File: config.mk
export PLATFORM = sky130hd
export DESIGN_NAME = alien_march_ctrl_flat
export DESIGN_NICKNAME = d
export VERILOG_FILES = /design/src/rtl/alien_march_if.sv /design/src/rtl/alien_march_ctrl.sv /design/src/flat_wrapper.sv
export SDC_FILE = /design/constraint.sdc
export NUM_CORES = 1
export LEC_CHECK = 0
export ABC_AREA = 1
export BUFFER_PORTS_ARGS = -buffer_cell sky130_fd_sc_hd__buf_2
export CORE_MARGIN = 2
export CORE_UTILIZATION = 58
export DETAILED_ROUTE_END_ITERATION = 6
export HOLD_SLACK_MARGIN = 0.03
export MAX_ROUTING_LAYER = met4
export PLACE_DENSITY_LB_ADDON = 0.12
export SLEW_MARGIN = 0
export SYNTH_ARGS = -nofsm -noshare
export SYNTH_HDL_FRONTEND = slang
export SYNTH_SLANG_ARGS = --single-unit
export TNS_END_PERCENT = 5
File: constraint.sdc
create_clock -name clk -period 4.52 [get_ports clk]
set_input_delay 0.452 -clock clk [delete_from_list [all_inputs] [get_ports clk]]
set_output_delay 0.452 -clock clk [all_outputs]
set_load 0.01 [all_outputs]
File: src/rtl/alien_march_if.sv
// Handshake bundle between frame timing / wave control and the alien march sequencer.
//   master : drives frame_tick, start, pause, col_alive; observes formation state
//   slave  : the sequencer; consumes controls, returns form_x/form_y/dir, pulses and status flags
interface alien_march_if #(
  parameter int NUM_COLS = 6
);
  logic                frame_tick;
  logic                start;
  logic                pause;
  logic [NUM_COLS-1:0] col_alive;
  logic [10:0]         form_x;
  logic [9:0]          form_y;
  logic                dir;
  logic                step_pulse;
  logic                drop_pulse;
  logic                marching;
  logic                invaded;
  logic                wave_clear;

  modport master (
    output frame_tick, start, pause, col_alive,
    input  form_x, form_y, dir, step_pulse, drop_pulse, marching, invaded, wave_clear
  );

  modport slave (
    input  frame_tick, start, pause, col_alive,
    output form_x, form_y, dir, step_pulse, drop_pulse, marching, invaded, wave_clear
  );
endinterface

File: src/rtl/alien_march_ctrl.sv
// Alien formation march sequencer. Owns the formation origin (top-left of col0/row0)
// and march direction, steps sideways on frame ticks at a rate set by the number of
// live columns, drops and reverses at the playfield edges, and flags invasion / wave clear.
// Ports:
//   clk, rst        system clock, synchronous active-high reset
//   bus (slave)     frame_tick, start, pause, col_alive in;
//                   form_x, form_y, dir, step_pulse, drop_pulse, marching, invaded, wave_clear out
// All outputs are registered.
module alien_march_ctrl #(
  parameter int HRES        = 1280,
  parameter int NUM_COLS    = 6,
  parameter int NUM_ROWS    = 10,
  parameter int ENEMY_W     = 32,
  parameter int ENEMY_H     = 28,
  parameter int SPACING_X   = 50,
  parameter int SPACING_Y   = 16,
  parameter int ENEMY_SPEED = 1,
  parameter int DROP        = 32,
  parameter int HSTART      = 419,
  parameter int VSTART      = 108,
  parameter int V_LIMIT     = 700
) (
  input logic         clk,
  input logic         rst,
  alien_march_if.slave bus
);
  localparam int PITCH  = ENEMY_W + SPACING_X;
  localparam int FORM_H = NUM_ROWS * ENEMY_H + (NUM_ROWS - 1) * SPACING_Y;
  localparam int PW     = $clog2(NUM_COLS + 1);
  localparam int CW     = (NUM_COLS > 1) ? $clog2(NUM_COLS) : 1;

  typedef enum logic [1:0] {S_IDLE, S_MARCH, S_INVADED, S_CLEAR} state_t;

  state_t        state, state_nxt;
  logic [PW-1:0] tick_cnt, tick_cnt_nxt;
  logic [PW-1:0] period;
  logic [PW:0]   cnt_inc;
  logic [CW-1:0] col_lo, col_hi;
  logic [11:0]   left_edge, right_edge;
  logic [10:0]   bottom_nxt;
  logic          hit_edge, invade, move;

  logic [10:0] form_x, form_x_nxt;
  logic [9:0]  form_y, form_y_nxt;
  logic        dir, dir_nxt;
  logic        step_pulse, step_nxt;
  logic        drop_pulse, drop_nxt;
  logic        marching, marching_nxt;
  logic        invaded, invaded_nxt;
  logic        wave_clear, clear_nxt;

  function automatic logic [PW-1:0] popcount(input logic [NUM_COLS-1:0] v);
    logic [PW-1:0] n;
    n = '0;
    for (int i = 0; i < NUM_COLS; i++) n = n + PW'(v[i]);
    return n;
  endfunction

  function automatic logic [CW-1:0] lowest_set(input logic [NUM_COLS-1:0] v);
    logic [CW-1:0] idx;
    idx = '0;
    for (int i = NUM_COLS - 1; i >= 0; i--) if (v[i]) idx = CW'(i);
    return idx;
  endfunction

  function automatic logic [CW-1:0] highest_set(input logic [NUM_COLS-1:0] v);
    logic [CW-1:0] idx;
    idx = '0;
    for (int i = 0; i < NUM_COLS; i++) if (v[i]) idx = CW'(i);
    return idx;
  endfunction

  // Formation geometry from the live-column mask
  assign period     = popcount(bus.col_alive);
  assign cnt_inc    = {1'b0, tick_cnt} + (PW+1)'(1);
  assign col_lo     = lowest_set(bus.col_alive);
  assign col_hi     = highest_set(bus.col_alive);
  assign left_edge  = {1'b0, form_x} + 12'(int'(col_lo) * PITCH);
  assign right_edge = {1'b0, form_x} + 12'(int'(col_hi) * PITCH + ENEMY_W);
  assign hit_edge   = dir ? (left_edge < 12'(ENEMY_SPEED))
                          : (({1'b0, right_edge} + 13'(ENEMY_SPEED)) > 13'(HRES));
  assign bottom_nxt = {1'b0, form_y} + 11'(DROP) + 11'(FORM_H);
  assign invade     = bottom_nxt > 11'(V_LIMIT);

  always_ff @(posedge clk) begin
    if (rst) begin
      state    <= S_IDLE;
      tick_cnt <= '0;
    end else begin
      state    <= state_nxt;
      tick_cnt <= tick_cnt_nxt;
    end
  end

  // A tick moves once the count reaches the period; >= covers a period that
  // shrank below the running count when columns died mid-period.
  always_comb begin
    state_nxt    = state;
    tick_cnt_nxt = tick_cnt;
    move         = 1'b0;
    if (bus.start) begin
      state_nxt    = S_MARCH;
      tick_cnt_nxt = '0;
    end else if (state == S_MARCH) begin
      if (bus.col_alive == '0) begin
        state_nxt = S_CLEAR;
      end else if (!bus.pause && bus.frame_tick) begin
        if (cnt_inc >= {1'b0, period}) begin
          move         = 1'b1;
          tick_cnt_nxt = '0;
          if (hit_edge && invade) state_nxt = S_INVADED;
        end else begin
          tick_cnt_nxt = cnt_inc[PW-1:0];
        end
      end
    end
  end

  always_comb begin
    form_x_nxt   = form_x;
    form_y_nxt   = form_y;
    dir_nxt      = dir;
    step_nxt     = 1'b0;
    drop_nxt     = 1'b0;
    invaded_nxt  = invaded;
    clear_nxt    = wave_clear;
    marching_nxt = (state_nxt == S_MARCH);
    if (bus.start) begin
      form_x_nxt  = 11'(HSTART);
      form_y_nxt  = 10'(VSTART);
      dir_nxt     = 1'b0;
      invaded_nxt = 1'b0;
      clear_nxt   = 1'b0;
    end else if (state == S_MARCH && bus.col_alive == '0) begin
      clear_nxt = 1'b1;
    end else if (move) begin
      if (hit_edge) begin
        form_y_nxt = form_y + 10'(DROP);
        dir_nxt    = ~dir;
        drop_nxt   = 1'b1;
        if (invade) invaded_nxt = 1'b1;
      end else begin
        step_nxt   = 1'b1;
        form_x_nxt = dir ? (form_x - 11'(ENEMY_SPEED)) : (form_x + 11'(ENEMY_SPEED));
      end
    end
  end

  always_ff @(posedge clk) begin
    if (rst) begin
      form_x     <= 11'(HSTART);
      form_y     <= 10'(VSTART);
      dir        <= 1'b0;
      step_pulse <= 1'b0;
      drop_pulse <= 1'b0;
      marching   <= 1'b0;
      invaded    <= 1'b0;
      wave_clear <= 1'b0;
    end else begin
      form_x     <= form_x_nxt;
      form_y     <= form_y_nxt;
      dir        <= dir_nxt;
      step_pulse <= step_nxt;
      drop_pulse <= drop_nxt;
      marching   <= marching_nxt;
      invaded    <= invaded_nxt;
      wave_clear <= clear_nxt;
    end
  end

  assign bus.form_x     = form_x;
  assign bus.form_y     = form_y;
  assign bus.dir        = dir;
  assign bus.step_pulse = step_pulse;
  assign bus.drop_pulse = drop_pulse;
  assign bus.marching   = marching;
  assign bus.invaded    = invaded;
  assign bus.wave_clear = wave_clear;
endmodule
File: src/flat_wrapper.sv
// flat-port wrapper written by rule: the top's interface ports become plain ports
module alien_march_ctrl_flat 
#(
  parameter int HRES        = 1280,
  parameter int NUM_COLS    = 6,
  parameter int NUM_ROWS    = 10,
  parameter int ENEMY_W     = 32,
  parameter int ENEMY_H     = 28,
  parameter int SPACING_X   = 50,
  parameter int SPACING_Y   = 16,
  parameter int ENEMY_SPEED = 1,
  parameter int DROP        = 32,
  parameter int HSTART      = 419,
  parameter int VSTART      = 108,
  parameter int V_LIMIT     = 700
)
  (clk, rst, bus_frame_tick, bus_start, bus_pause, bus_col_alive, bus_form_x, bus_form_y, bus_dir, bus_step_pulse, bus_drop_pulse, bus_marching, bus_invaded, bus_wave_clear);
  alien_march_if #(.NUM_COLS(NUM_COLS)) bus_i ();
  input logic clk;
  input logic rst;
  input wire logic [$bits(bus_i.frame_tick)-1:0] bus_frame_tick;
  input wire logic [$bits(bus_i.start)-1:0] bus_start;
  input wire logic [$bits(bus_i.pause)-1:0] bus_pause;
  input wire logic [$bits(bus_i.col_alive)-1:0] bus_col_alive;
  output wire logic [$bits(bus_i.form_x)-1:0] bus_form_x;
  output wire logic [$bits(bus_i.form_y)-1:0] bus_form_y;
  output wire logic [$bits(bus_i.dir)-1:0] bus_dir;
  output wire logic [$bits(bus_i.step_pulse)-1:0] bus_step_pulse;
  output wire logic [$bits(bus_i.drop_pulse)-1:0] bus_drop_pulse;
  output wire logic [$bits(bus_i.marching)-1:0] bus_marching;
  output wire logic [$bits(bus_i.invaded)-1:0] bus_invaded;
  output wire logic [$bits(bus_i.wave_clear)-1:0] bus_wave_clear;
  assign bus_i.frame_tick = bus_frame_tick;
  assign bus_i.start = bus_start;
  assign bus_i.pause = bus_pause;
  assign bus_i.col_alive = bus_col_alive;
  assign bus_form_x = bus_i.form_x;
  assign bus_form_y = bus_i.form_y;
  assign bus_dir = bus_i.dir;
  assign bus_step_pulse = bus_i.step_pulse;
  assign bus_drop_pulse = bus_i.drop_pulse;
  assign bus_marching = bus_i.marching;
  assign bus_invaded = bus_i.invaded;
  assign bus_wave_clear = bus_i.wave_clear;
  alien_march_ctrl #(.HRES(HRES), .NUM_COLS(NUM_COLS), .NUM_ROWS(NUM_ROWS), .ENEMY_W(ENEMY_W), .ENEMY_H(ENEMY_H), .SPACING_X(SPACING_X), .SPACING_Y(SPACING_Y), .ENEMY_SPEED(ENEMY_SPEED), .DROP(DROP), .HSTART(HSTART), .VSTART(VSTART), .V_LIMIT(V_LIMIT)) u_core (.clk(clk), .rst(rst), .bus(bus_i));
endmodule
# == Word level (Yosys, flattened, before mapping) ==
# Cells that the tools add are included.
# classes
n_div,0
magnitude_cmp,4
bitwise_logic,5
n_reduce_logical,11
add_sub_neg,15
multipliers,2
eq_ne,2
n_shift,0
muxes,27
# op_table
operator,n
2-to-1 mux 3 bit,9
adder 11 x 12 -> 12 bit,2
multiplier 3 x 6 -> 9 bit (second input constant),2
2-to-1 mux 2 bit,8
adder 12 x 1 -> 13 bit (second input constant),1
> comparator 13 x 11 -> 1 bit (second input constant),1
adder 12 x 7 -> 12 bit (second input constant),1
adder 3 x 1 -> 3 bit,4
< comparator 12 x 1 -> 1 bit (second input constant),1
adder 10 x 6 -> 11 bit (second input constant),1
adder 11 x 1 -> 11 bit (second input constant),1
adder 11 x 9 -> 11 bit (second input constant),1
> comparator 11 x 10 -> 1 bit (second input constant),1
2-to-1 mux 11 bit,1
subtractor 11 x 1 -> 11 bit (second input constant),1
adder 10 x 6 -> 10 bit (second input constant),1
2-to-1 mux 1 bit,9
AND reduction 3 bit,3
zero test 6 bit,1
inverter 1 bit,5
adder 3 x 1 -> 4 bit (second input constant),1
equality test 2 x 1 -> 1 bit (second input constant),2
greater-or-equal comparator 4 x 3 -> 1 bit,1
AND reduction 4 bit,1
5 further kinds,7
# word_totals
latch_bits,0
mem_bits_ro,0
ram_bits,0
out_inout_bits,27
input_bits,11
elab_cells,76
n_memories,0
regBits,32

# == Depth between registers and ports, before layout ==
# Gate-level depths: netlist (run 1).
# logic_depth
word_depth,19
mapped_depth,24
mapped_depth_nobuf,24

# == Least setup slack after synthesis (run 1) ==
# OpenSTA, ideal clock, no wires.
# synth_timing
kind,in2reg
startpoint,input bus_col_alive[1]
endpoint,register u_core.form_y[8] (netlist: u_core.bus.form_y[8])
setup_time_ns,0.113
n_path_buf,0
required_ns,4.407
path_slack_ns,1.148
path_stages,21
arrival_ns,3.259
path_cell_list,inv_1 ha_1 inv_1 fa_1 fa_1 inv_1 fa_1 inv_1 ha_1 o21ai_0 nand2_1 a21oi_1 nand2_1 nand3_4 inv_1 nand2_4 clkinv_2 nand3_1 nand2_1 nand2_1 nor2_1
# synth_via
elab_chain_len,12
word_cells_on_any_way,31
cone_classes,9 x add/sub; 2 x mul; 3 x order compare; 13 x mux; 1 x bitwise; 3 x reduce/logical
# synth_lines
item,line_no,source
from (decl),flat_wrapper.sv:24,input wire logic [$bits(bus_i.col_alive)-1:0] bus_col_alive;
2-to-1 mux 1 bit / adder 1 x 1 -> 2 bit (equally long branches),"alien_march_ctrl.sv:69, alien_march_ctrl.sv:55",
2-to-1 mux 2 bit / adder 3 x 1 -> 3 bit (equally long branches) (2 in series),"alien_march_ctrl.sv:69, alien_march_ctrl.sv:55",
2-to-1 mux 3 bit / adder 3 x 1 -> 3 bit (equally long branches) (2 in series),"alien_march_ctrl.sv:69, alien_march_ctrl.sv:55",
multiplier 3 x 6 -> 9 bit / greater-or-equal comparator 4 x 3 -> 1 bit (equally long branches),"alien_march_ctrl.sv:79, alien_march_ctrl.sv:108",
adder 12 x 7 -> 12 bit / 2-to-1 mux 1 bit (equally long branches),"alien_march_ctrl.sv:79, alien_march_ctrl.sv:108",
adder 11 x 12 -> 12 bit / 2-to-1 mux 1 bit (equally long branches),"alien_march_ctrl.sv:79, alien_march_ctrl.sv:107",
adder 12 x 1 -> 13 bit / 2-to-1 mux 1 bit (equally long branches),"alien_march_ctrl.sv:81, alien_march_ctrl.sv:105",
> comparator 13 x 11 -> 1 bit / 2-to-1 mux 1 bit (equally long branches),"alien_march_ctrl.sv:81, alien_march_ctrl.sv:104",
2-to-1 mux 1 bit (on tied branches),"alien_march_ctrl.sv:80, alien_march_ctrl.sv:101",
AND reduction 3 bit (no line) (*),-,
to (signal assigned),alien_march_ctrl.sv:152,form_y <= 10'(VSTART);
to (signal assigned),alien_march_ctrl.sv:161,form_y <= form_y_nxt;
to (decl),alien_march_ctrl.sv:44,"logic [9:0] form_y, form_y_nxt;"
# Mark *: on every way between the ends. The rest lies on a longest branch, timed or not.
# A chain may end at the register's enable or synchronous reset.

# == Worst setup path after layout (run 1) ==
# Ends and elaborated chain as after synthesis.

==> results_dict.tcl, run 1 <==
set metrics [dict create \
    num-nets-final 466 \
    gp_congestion 0.8828 \
    cap_violations 0 \
    reg2reg_slack_ps 1750 \
    path_class "in -> reg" \
    synth_commonest_cells "inv_1 (63), nand2_1 (61), ha_1 (50)" \
    syn_avg_cell_area_um2 7.307 \
    clk_pin_slew_worst_paths_ps 100 \
    ys_seq_elements 27 \
    synth_cell_types 33 \
    clockBufferDepth 2 \
    finalCritPeriodShare 0.7774 \
    io_pins 38 \
    syn-cell-area_um2 2689 \
    powerDensity_nw_per_um2 176.6 \
    critical_path.max_stage_delay_ps 450 \
    drc_errors 0 \
    clock-root-buffer "clkbuf_8" \
    ys_seq_area_frac 0.2010 \
    holdCritPathClass "in -> reg" \
    ys_warn_count 0 \
    worstSetupEndpointType "flip-flop" \
    r2r_cells 16 \
    yosysTopAreaCellShare 0.2327 \
    hold_viol_final 0 \
    postCtsSetupBuffers 0 \
    io_buffers 32 \
    synth.most_common_cell "inv_1" \
    grt_overflow_total 0 \
    clkSinkCount 27 \
    setup_viol 0 \
    crit_path_top_delay_cell "fa_1" \
    firstDrtPassIters 5 \
    setup_tns_ps 0 \
    rows 24 \
    die_y_um 72.09 \
    drtAntennaViolNets 0 \
    routed_wl_um 5212 \
    htreeDepth 1 \
    path_cells "buf_2 -> inv_1 -> ha_1 -> inv_1 -> fa_1 -> fa_1 -> inv_1 -> fa_1 -> inv_1 -> ha_1 -> o21ai_0 -> nand2_1 -> a21oi_1 -> nand2_1 -> nand3_4 -> inv_1 -> nand2_4 -> clkinv_2 -> nand3_1 -> nand2_1 -> nand2_1 -> nor2_1" \
    worstReg2RegEnd "u_core.bus.form_x[1]" \
    min_path_cells 2 \
    drive_above_1_share 0.1256 \
    critical_path_peak_fanout 6 \
    status "finished clean" \
    synth_edf_count 0 \
    start_util 0.6091 \
    max-vdd-ir-drop_mv 0.1153 \
    critPathArrivalTime_ps 3700 \
    async_flop_share 0 \
    synth_cells 368 \
    tightest_slew_ps 762.1 \
    crit_path_start "bus_col_alive[1]" \
    synthFlopType "dfxtp_1" \
    cts_hold_buf 0 \
    die-area_um2 5196 \
    rsz0062_at_grt "no" \
    via_per_inst 5.284 \
    cp_data_required_time_ps 4710 \
    synth_area_leaders "ha_1 (23%), dfxtp_1 (20%), inv_1 (8.8%)" \
    core_um2 4414 \
    antenna-diode-count 0 \
    dp_hpwl_um 4285 \
    synth_area_leader_cell "ha_1" \
    fmax_ghz 0.2846 \
    r2r_start "u_core.bus.form_x[5]" \
    vias 2378 \
    grt_max_degree 17 \
    grt_pass1_vias 2183 \
    grt_pass1_wl_um 9080 \
    layout_min_cycle_time_ps 3514 \
    die_x_um 72.09 \
    insertion_delay_ps 280 \
    p_leak_nw 1.559 \
    cp-endpoint "u_core.bus.form_y[8]" \
    drt-initial-drc-count 145 \
    cts.repair.resized 0 \
    cts_buffers 3 \
    maxSlewViolCount 0 \
    whs_ps 411.1 \
    cts_tree "yes" \
    slew_headroom 0.4900 \
    antenna_found_initial 0 \
    crit_top_cell "inv_1" \
    worst_clock_skew_ps 7.089 \
    syn_to_final_growth_pct 7.911 \
    cp-start-kind "input port" \
    routedWlPerCell_um 11.58 \
    grt.total_usage 0.2190 \
]
cells in the final DEF (no fill, tap or decap), types with 6 or more instances in the layout:
master,instances
a21oi_1,35
buf_2,32
dfxtp_1,27
fa_1,6
ha_1,50
inv_1,63
nand2_1,61
nand3_1,18
nor2_1,26
o21ai_0,17
o21ai_1,6
xnor2_1,6
xor2_1,10
where the power goes:
group | internal, W | total [W] | switching, W
registers | 0.000240 | 0.000243 | 0.00000238
clock network | 0.0000627 | 0.000142 | 0.0000796
logic | 0.0000469 | 0.000128 | 0.0000807
registers in the layout, indices dropped and copies added (netlist names):
name / flops
u_core.bus.form_x: 11
u_core.bus.form_y: 5
u_core.tick_cnt: 3
u_core.state: 2
u_core.bus.dir: 1
u_core.bus.drop_pulse: 1
u_core.bus.invaded: 1
u_core.bus.marching: 1
u_core.bus.step_pulse: 1
u_core.bus.wave_clear: 1
area by class of cell:
class                           count  area (µm²)
Multi-Input combinational cell    269        1838
Fill cell                         416        1513
Sequential cell                    27       540.5
Inverter                           66       249.0
Timing Repair Buffer               32       160.2
Tap cell                           52       65.06
Clock buffer                        3       41.29
Clock inverter                      1       7.507
worst max-delay path, delay by kind of cell:
family                   cells  cell delay [ps]
AO/OA/AOI/OAI                2              270
adder cells (fa/ha/maj)      5             1710
buffers and inverters        7              560
AND/OR/NAND/NOR              8              720
cells by family after synthesis:
logic type      count (synthesis)  synth area share
compound gates                 68            0.1377
xor+xnor                       16           0.05212
fa+ha+maj                      56            0.2773
buf+inv                        75            0.1196
flops                          27            0.2010
other cells                     2          0.002793
simple gates                  124            0.2094
per-layer routing:
layer,part of all wire,track usage,vias up
met5,0,-,-
li1,-,-,1248
met3,0.033,0.01667,6
met2,0.47,0.3649,56
met1,0.49,0.2926,1068
met4,0.012,0.04612,0
worst min path at each step:
stage | startpoint | to | slack [ps]
global placement | u_core.bus.invaded | u_core.bus.invaded | 450
finish | rst | u_core.bus.marching | 410
floorplan | u_core.tick_cnt[1] | u_core.tick_cnt[1] | 460
global route | rst | u_core.bus.marching | 420
CTS | rst | u_core.bus.marching | 420
detailed placement | u_core.bus.invaded | u_core.bus.invaded | 450
per-stage QoR:
step                worst slack [ps]  instance area (µm²)  instances  utilization  total power, W
floorplan                       1148                 2700        371            -       0.0003511
global placement               785.0                 2853        446       0.6463       0.0003727
detailed placement             719.6                 2853        446       0.6463       0.0003756
CTS                             1012                 2902        450       0.6573       0.0005147
global route                   737.2                 2902        450       0.6573       0.0005442
finish                          1006                 2902        450       0.6573       0.0005124
No activity file was read; power rests on OpenSTA's default activity.
==> inputs of run 2 (changes only) <==
--- a/config.mk
+++ b/config.mk
@@ -8,7 +8,7 @@
 export ABC_AREA = 1
 export BUFFER_PORTS_ARGS = -buffer_cell sky130_fd_sc_hd__buf_2
 export CORE_MARGIN = 2
-export CORE_UTILIZATION = 58
+export CORE_UTILIZATION = 53
 export DETAILED_ROUTE_END_ITERATION = 6
 export HOLD_SLACK_MARGIN = 0.03
 export MAX_ROUTING_LAYER = met4
==> constraint.sdc (replaced) <==
create_clock -name clk -period 3.16 [get_ports clk]
set_input_delay 0.316 -clock clk [delete_from_list [all_inputs] [get_ports clk]]
set_output_delay 0.316 -clock clk [all_outputs]
set_load 0.01 [all_outputs]
==> results_dict.tcl, run 2 (synthesis results as in run 1) <==
set metrics [dict create \
    status "finished clean" \
    rows 25 \
    holdCritPathClass "in -> reg" \
    cap_violations 0 \
    p_leak_nw 1.682 \
    num-nets-final 491 \
    gp_congestion 0.8422 \
    firstDrtPassIters 4 \
    max-vdd-ir-drop_mv 0.1924 \
    hold_viol_final 0 \
    io_pins 38 \
    core_um2 4817 \
    cp_data_required_time_ps 3340 \
    grt_pass1_vias 2266 \
    top_regs "u_core.bus.form_x x11, u_core.bus.form_y x5, u_core.tick_cnt x3" \
    cts_hold_buf 0 \
    setup_tns_ps 0 \
    antenna_found_initial 0 \
    die_y_um 75.23 \
    io_buffers 32 \
    antenna-diode-count 0 \
    grt_pass1_wl_um 9446 \
    start_util 0.5582 \
    fmax_ghz 0.3242 \
    final_util 0.6592 \
    vias 2491 \
    clk_pin_slew_worst_paths_ps 100 \
    largest_reg_flops 11 \
    grt_overflow_total 0 \
    grtUsageMet3 0.03614 \
    drtAntennaViolNets 0 \
    drive_above_1_share 0.2033 \
    grt_util_met2 0.3733 \
    finalCritPeriodShare 0.9761 \
    rsz0062_at_grt "yes" \
    reg2reg_slack_ps 580 \
    final_cell_mix "nand2_1 (60), inv_1 (58), ha_1 (49)" \
    top_usage_layer "met2" \
    critical_path_peak_fanout 11 \
    grt_max_degree 17 \
    r2r_cells 16 \
    routed_wl_um 5803 \
    dp_hpwl_um 4678 \
    htreeDepth 1 \
    clockBufferDepth 2 \
    cts_tree "yes" \
    path_class "in -> reg" \
    maxSlewViolCount 0 \
    tightest_slew_ps 526.3 \
    final_common_cell "nand2_1" \
    drc_errors 0 \
    worst_clock_skew_ps 8.888 \
    slew_headroom 0.6454 \
    via_per_inst 5.084 \
    cp-endpoint "u_core.bus.form_x[9]" \
    critPathArrivalTime_ps 3260 \
    syn_to_final_growth_pct 18.10 \
    setup_viol 0 \
    regMostFlops "u_core.bus.form_x" \
    clkSinkCount 27 \
    r2r_start "u_core.bus.form_x[5]" \
    cts_buffers 3 \
    grt.total_usage 0.2217 \
    powerDensity_nw_per_um2 243.5 \
    insertion_delay_ps 280 \
    pre_cts_ws_ps -256.1 \
    clock-root-buffer "clkbuf_8" \
    layout_min_cycle_time_ps 3084 \
    die-area_um2 5659 \
    routedWlPerCell_um 11.84 \
    use_met1 0.2843 \
    drt-initial-drc-count 88 \
    die_x_um 75.23 \
    setup_slack_ps 75.68 \
    worstSetupEndpointType "flip-flop" \
    cp-start-kind "input port" \
    crit_path_start "bus_col_alive[1]" \
    worstReg2RegEnd "u_core.bus.form_x[3]" \
]
run 2: cell count changes in the layout (fill, tap and decap cells not counted), sizes merged:
cell,before,now
buf,32,57
run 2: routing by layer:
layer	share of wire	wire length, µm	vias up
li1	-	-	1304
met1	0.48	2779	1134
met2	0.48	2765	45
met3	0.033	194	8
met4	0.011	63	0
met5	0	0	-
run 2: worst max-delay path, stage by stage:
cell,delay [ps]
buf_8,80
inv_6,30
ha_4,240
inv_2,30
fa_1,500
fa_2,370
inv_2,60
fa_1,400
inv_1,70
ha_1,220
o21ai_1,80
nand2_1,80
a21oi_2,160
nand2_2,100
nand3_4,100
nor2_4,60
buf_4,160
o21ai_0,150
a21oi_1,50
run 2: where the power goes:
group	switching (W)	internal, W	total, W	leakage (nW)
Clock	0.000112	0.0000896	0.000202	0.0217
Combinational	0.000128	0.0000966	0.000224	1.44
Sequential	0.00000309	0.000344	0.000347	0.218
Total	0.000243	0.000530	0.000773	1.68
run 2: area by class of cell:
type / instances / area, µm²
Timing Repair Buffer: 57 / 367.9
Tap cell: 67 / 83.83
Inverter: 66 / 265.3
Multi-Input combinational cell: 269 / 1869
Clock buffer: 3 / 41.29
Sequential cell: 27 / 540.5
Clock inverter: 1 / 7.507
Fill cell: 455 / 1642
run 2: repair_timing:
item / CTS / global route
setup buffers: 0 / 3
gates resized for setup: 0 / 21
endpoints found under the setup margin: 0 / 18
endpoints found under the hold margin: 0 / 0
run 2: worst min-delay path by stage:
stage	from	end	slack, ps	depth (start not counted)
after floorplan	rst	u_core.state[0]	390	1
after detailed placement	u_core.bus.invaded	u_core.bus.invaded	450	2
final	rst	u_core.bus.marching	300	2
after global routing	rst	u_core.bus.marching	290	2
after global placement	u_core.bus.invaded	u_core.bus.invaded	440	2
after CTS	rst	u_core.bus.marching	290	2
run 2: metrics by stage:
step	total power (W)	hold slack [ps]	area, µm²	instances
2_1_floorplan	0.0005074	385.1	2713	371
3_3_place_gp	0.0005572	438.6	3049	483
3_5_place_dp	0.0005636	446.6	3049	483
4_1_cts	0.0007635	290.7	3098	487
5_1_grt	0.0008259	290.7	3176	490
6_report	0.0007731	296.4	3176	490
